## src/rtl/halton_pkg.sv

```systemverilog
// Shared helpers for the Halton generator: integer powers, derived widths and the
// radical-inverse (digit-reversal) reduction.
package halton_pkg;

  function automatic logic [63:0] pow_int(input int unsigned base, input int unsigned exp);
    logic [63:0] r;
    r = 64'd1;
    for (int unsigned i = 0; i < exp; i++) begin
      r = r * 64'(base);
    end
    return r;
  endfunction

  function automatic int unsigned calc_logbase(input int unsigned base);
    return $clog2(base);
  endfunction

  function automatic int unsigned calc_outwidth(input int unsigned base,
                                                input int unsigned n_digits);
    return $clog2(pow_int(base, n_digits));
  endfunction

  // Digit i carries weight base**(n_digits-1-i): the least significant index digit
  // becomes the most significant output digit.
  function automatic logic [63:0] rev(input logic [63:0] digits, input int unsigned base,
                                      input int unsigned n_digits, input int unsigned logbase);
    logic [63:0] acc;
    logic [63:0] mask;
    logic [63:0] dig;
    acc  = 64'd0;
    mask = (64'd1 << logbase) - 64'd1;
    for (int unsigned i = 0; i < n_digits; i++) begin
      dig = (digits >> (i * logbase)) & mask;
      acc = acc + dig * pow_int(base, n_digits - 1 - i);
    end
    return acc;
  endfunction

endpackage

```

## src/rtl/halton_digit_cnt.sv

```systemverilog
// One base-BASE digit of the sequence index: mod-BASE counter with carry out and
// clamped parallel load.
module halton_digit_cnt #(
  parameter int unsigned BASE    = 3,
  parameter int unsigned LOGBASE = 2
) (
  input  logic               i_clk,
  input  logic               i_rst_n,
  input  logic               i_cin,
  input  logic               i_ld,
  input  logic [LOGBASE-1:0] i_ld_val,
  output logic               o_cout,
  output logic [LOGBASE-1:0] o_q
);

  localparam logic [LOGBASE-1:0] DigMax = LOGBASE'(BASE - 1);

  logic [LOGBASE-1:0] r_q;
  logic [LOGBASE-1:0] w_ld_clamped;

  // Out-of-range load values saturate so the digit is always a legal base-BASE digit.
  assign w_ld_clamped = (i_ld_val > DigMax) ? DigMax : i_ld_val;
  assign o_cout       = i_cin & (r_q == DigMax);
  assign o_q          = r_q;

  always_ff @(posedge i_clk or negedge i_rst_n) begin
    if (!i_rst_n) begin
      r_q <= '0;
    end else if (i_ld) begin
      r_q <= w_ld_clamped;
    end else if (i_cin) begin
      r_q <= (r_q == DigMax) ? '0 : r_q + LOGBASE'(1);
    end
  end

endmodule

```

## src/rtl/halton_seq_gen.sv

```systemverilog
// Halton radical-inverse source: a ripple chain of base-BASE digit counters with a
// registered digit-reversed output, valid flag and wrap pulse.
module halton_seq_gen
  import halton_pkg::*;
#(
  parameter int unsigned BASE     = 3,
  parameter int unsigned DIGITS   = 4,
  parameter int unsigned LOGBASE  = calc_logbase(BASE),
  parameter int unsigned OUTWIDTH = calc_outwidth(BASE, DIGITS)
) (
  input  logic                      i_clk,
  input  logic                      i_rst_n,
  input  logic                      i_en,
  input  logic                      i_ld,
  input  logic [DIGITS*LOGBASE-1:0] i_ld_digits,
  output logic [OUTWIDTH-1:0]       o_out,
  output logic                      o_out_vld,
  output logic                      o_wrap
);

  localparam int unsigned DigW = DIGITS * LOGBASE;
  localparam logic [LOGBASE-1:0] DigMax = LOGBASE'(BASE - 1);

  logic [DIGITS:0]   w_carry;
  logic [DigW-1:0]   w_digits;
  logic [DigW-1:0]   w_next_digits;
  logic [OUTWIDTH-1:0] r_out;
  logic              r_vld;
  logic              r_wrap;

  assign w_carry[0] = i_en & ~i_ld;

  for (genvar g = 0; g < DIGITS; g++) begin : g_dig
    halton_digit_cnt #(
      .BASE   (BASE),
      .LOGBASE(LOGBASE)
    ) u_dig (
      .i_clk   (i_clk),
      .i_rst_n (i_rst_n),
      .i_cin   (w_carry[g]),
      .i_ld    (i_ld),
      .i_ld_val(i_ld_digits[g*LOGBASE +: LOGBASE]),
      .o_cout  (w_carry[g+1]),
      .o_q     (w_digits[g*LOGBASE +: LOGBASE])
    );
  end

  // Mirror of the counters' next state so the reversed value can be registered on the
  // same edge that updates the digits.
  always_comb begin
    logic [LOGBASE-1:0] q;
    logic [LOGBASE-1:0] ldv;
    w_next_digits = w_digits;
    for (int i = 0; i < DIGITS; i++) begin
      q   = w_digits[i*LOGBASE +: LOGBASE];
      ldv = i_ld_digits[i*LOGBASE +: LOGBASE];
      if (i_ld) begin
        w_next_digits[i*LOGBASE +: LOGBASE] = (ldv > DigMax) ? DigMax : ldv;
      end else if (w_carry[i]) begin
        w_next_digits[i*LOGBASE +: LOGBASE] = (q == DigMax) ? '0 : q + LOGBASE'(1);
      end
    end
  end

  always_ff @(posedge i_clk or negedge i_rst_n) begin
    if (!i_rst_n) begin
      r_out  <= '0;
      r_vld  <= 1'b0;
      r_wrap <= 1'b0;
    end else begin
      r_vld  <= i_en | i_ld;
      r_wrap <= w_carry[DIGITS];
      if (i_en | i_ld) begin
        r_out <= OUTWIDTH'(rev(64'(w_next_digits), BASE, DIGITS, LOGBASE));
      end
    end
  end

  assign o_out     = r_out;
  assign o_out_vld = r_vld;
  assign o_wrap    = r_wrap;

endmodule
```

## config.mk

```make
export PLATFORM = sky130hd
export DESIGN_NAME = halton_seq_gen
export DESIGN_NICKNAME = d
export VERILOG_FILES = /design/src/rtl/halton_pkg.sv /design/src/rtl/halton_digit_cnt.sv /design/src/rtl/halton_seq_gen.sv
export SDC_FILE = /design/constraint.sdc
export NUM_CORES = 1
export LEC_CHECK = 0
export ABC_CLOCK_PERIOD_IN_PS = 4300
export BUFFER_PORTS_ARGS = -buffer_cell sky130_fd_sc_hd__buf_2
export CAP_MARGIN = 25
export CORE_MARGIN = 5
export CORE_UTILIZATION = 45
export DETAILED_ROUTE_END_ITERATION = 10
export PLACE_DENSITY = 0.66
export SETUP_SLACK_MARGIN = 0.02
export SLEW_MARGIN = 30
export SYNTH_ARGS = -nofsm -noshare
export SYNTH_HDL_FRONTEND = slang
export SYNTH_SLANG_ARGS = --single-unit
```

## constraint.sdc

```tcl
create_clock -name i_clk -period 4.3 [get_ports i_clk]
set_input_delay 0.215 -clock i_clk [delete_from_list [all_inputs] [get_ports i_clk]]
set_output_delay 0.215 -clock i_clk [all_outputs]
set_load 0.1 [all_outputs]
```

==> impl_results.md <==
* Tmin final at a little over 4 ns
* Starting Density at 0.460
* Std-Cell Rows at 19
* Worst setup EP type: register
* Clk pwr share at 0.097
* Synthesized net count at 153
* Fillers at about 230
* FF+latch count, synth at 17
* Worst min path class: primary input to register
* LEAKAGE at 0.000766 uW
* Status: complete, no violations
* Grt total ovfl at 0
* Internal at ~410 uW
* Vias in the first global route at 998
* # diodes at 0
* Clock Tree Root: clkbuf_4
* Setup Skew at about 0.0058 ns
* Gr busiest metal: met2
* Met1 usage at 0.155
* Final Max Slew Viols at 0
* Clock Path Buffers at 2
* GP Congestion at 0.779
* Netlist cell types at 30
* Post-route ant nets at 0
* Design Power at ~900 uW
* Via count of the routed design at ~950
* Clk pin slew, worst setup/hold paths at ~0.10 ns
* Detailed router's first-iteration violation count at 20
* Switching portion of total power at 0.547
* Initial antenna violation count at 0
* Io pins at 21
* Switching power at 489 uW
* Clock latency on the worst-skew pair at between 0.2 and 0.3 ns
* Max-Cap Viols at 0
* Post-DR vias/cell at ~5.2
* Avg Cell Area, Syn at between 10 and 15 um2
* Largest net degree at the start of global routing at 18
* Final #Nets at ~180
* Grt met3 use at 0.0414
* Yosys warning count at 0
* RSZ-0062 raised after global routing: false
* Number of hold violations in the final report at 0
* CP Launch Type: register
* Most common cell after layout, fill and taps aside: buf_2
* Critical Path Fanout Max at 5
* Met2 usage at 0.216
* Core footprint at 2690 um2
* Die area at between 3000 and 4000 um2
* Worst R2R Start: g_dig[0].u_dig.o_q[0]$_DFF_PN0_
* Final period util at 0.958
* First-pass GRT wire length at 4170 um
* Total CTS buffers at 3
* Arrival time of the worst setup path at ~4.3 ns
* Placed wire-length estimate at 1920 um
* Fin Hold WS at about 0.17 ns
* Critical path required time at around 4.5 ns
* Peak supply drop at slightly below 0.0005 V
* Worst Max-Slew Pin Slew at between 0.5 and 0.6 ns
* DRC Markers at 0
* Share of cells above drive strength 1 at 0.300
* Mean routed wirelength per cell at 13.0 um
* Routed WL at about 2400 um
* Area grow syn2layout at 20.2%
* Pwr dens at between 600 and 700 nW/um2
* Max frequency at 243 MHz
* Die W at between 60 and 70 um
* Seq pwr share at 0.251
* Most frequent cells in the layout: 20 x buf_2, 17 x dfrtp_1, 16 x inv_1
* Hold Crit Start: i_ld_digits[7]
* Clock tree from TritonCTS: yes
* Final setup fails at 0
* Setup TNS at 0 ns
* Relative slew slack at 0.643
* PortBufs at 20
* Sequential share of the synthesized area at 0.344
* Comb pwr share at 0.652
* Crit path from: g_dig[0].u_dig.o_q[0]$_DFF_PN0_
* Type of the worst setup path: register to register
* Mapped Cells at 121
* CTS sink cnt at 17
* Mapped Area at roughly 1200 um2
* DR pass1 iterations at 4
* All-Layer GR Usage at 0.128
* Die Ht at around 62 um
* H-Tree Depth at 1
-- flip-flops by register name, summed over array words and instances, names as in the netlist --
signal,cells
g_dig.u_dig.o_q,8
o_out,7
o_out_vld,1
o_wrap,1
-- worst max-delay path, cell delays in order (launching register included) --
cell and delay [ns]:
dfrtp_1 0.39, and4bb_2 0.35, nand3b_4 0.10, or3b_4 0.43, mux2i_2 0.20, o21ai_2 0.10
fa_1 0.51, inv_1 0.05, fa_1 0.37, inv_2 0.07, fa_1 0.39, ha_2 0.20
inv_2 0.06, fa_2 0.19, inv_1 0.04, a21o_1 0.17, a21oi_2 0.12, xor2_1 0.15
o21ai_1 0.07
-- per-layer routing --
layer	vias up	routed length, um
met1	459	1040
met3	4	118
li1	467	-
met2	16	1160
met5	-	0
met4	0	29
-- per-stage QoR --
step	instance area, um2	setup slack [ns]	std cells	utilization
2_1_floorplan	1240	0.271	121	-
3_3_place_gp	1380	0.0976	173	0.515
3_5_place_dp	1380	0.00209	173	0.515
4_1_cts	1430	0.0512	179	0.531
5_1_grt	1490	0.0124	181	0.553
6_report	1490	0.180	181	0.553
-- Yosys cell counts --
master | count | area, um2
nand3_1 | 2 | 10.0
a31oi_1 | 1 | 6.26
nand3b_2 | 1 | 11.3
nor2b_1 | 3 | 18.8
xor2_1 | 5 | 43.8
a21oi_1 | 7 | 35.0
nand2_1 | 7 | 26.3
or3_1 | 1 | 6.26
o21a_1 | 2 | 15.0
nor2_1 | 4 | 15.0
and4bb_1 | 1 | 12.5
dfrtp_1 | 17 | 425
buf_6 | 1 | 11.3
nand3b_1 | 4 | 30.0
inv_1 | 18 | 67.6
fa_1 | 7 | 140
mux2i_1 | 4 | 40.0
or3b_4 | 1 | 11.3
ha_1 | 13 | 163
a21o_1 | 2 | 15.0
o21ai_0 | 7 | 35.0
o31ai_1 | 1 | 7.51
mux2_2 | 2 | 22.5
clkbuf_1 | 1 | 3.75
o2bb2ai_1 | 1 | 8.76
nor3b_1 | 3 | 22.5
nand2b_1 | 1 | 6.26
o21ai_1 | 2 | 10.0
nand4bb_1 | 1 | 11.3
nor3_1 | 1 | 5.00
-- power groups by stage --
stage / Combinational [uW] / Clock (uW) / Sequential (uW)
2_1_floorplan: 203 / 0 / 469
3_3_place_gp: 539 / 0 / 226
3_5_place_dp: 551 / 0 / 229
4_1_cts: 557 / 93.5 / 225
5_1_grt: 634 / 98.5 / 231
6_report: 584 / 86.7 / 225
-- layout make-up --
type	count	area, um2	share of cell area
multi-input cells	84	772	0.519
flip-flops and latches	17	425	0.286
repair buffers	27	155	0.104
inverters	18	67.6	0.0455
well taps	31	38.8	0.0261
clock buffers	3	22.5	0.0152
clock inverters	1	5.00	0.00337
-- path summary, 6_finish.rpt --
kind / end / depth (start not counted) / slack, ns
min in group asynchronous: g_dig[1].u_dig.o_q[0]$_DFF_PN0_ / 2 / 0.36
hold / removal: g_dig[3].u_dig.o_q[1]$_DFF_PN0_ / 3 / 0.17
setup / recovery: o_out[5]$_DFFE_PN0P_ / 18 / 0.18
max in group asynchronous: o_out[3]$_DFFE_PN0P_ / 2 / 3.65
setup reg to reg: o_out[5]$_DFFE_PN0P_ / 18 / 0.18
hold reg to reg: o_out[2]$_DFFE_PN0P_ / 2 / 0.49
-- what timing repair did --
item,4_1_cts,5_1_grt
hold endpoints to repair,17,0
setup endpoints to repair,1,2
pin swaps,1,9
hold buffers,1,0
gates resized for setup,0,14
setup buffers,1,2
-- logic make-up (layout without fill, tap and decap cells) --
family	count (synthesis)	count (layout)	synth area share
XOR/XNOR	5	5	0.0354
AND/OR/NAND/NOR	30	30	0.151
buffers and inverters	20	49	0.0668
multiplexers	6	6	0.0506
flip-flops	17	17	0.344
AO/OA/AOI/OAI	23	23	0.107
adder cells (fa/ha/maj)	20	20	0.245
(Power assumes the default switching activity.)
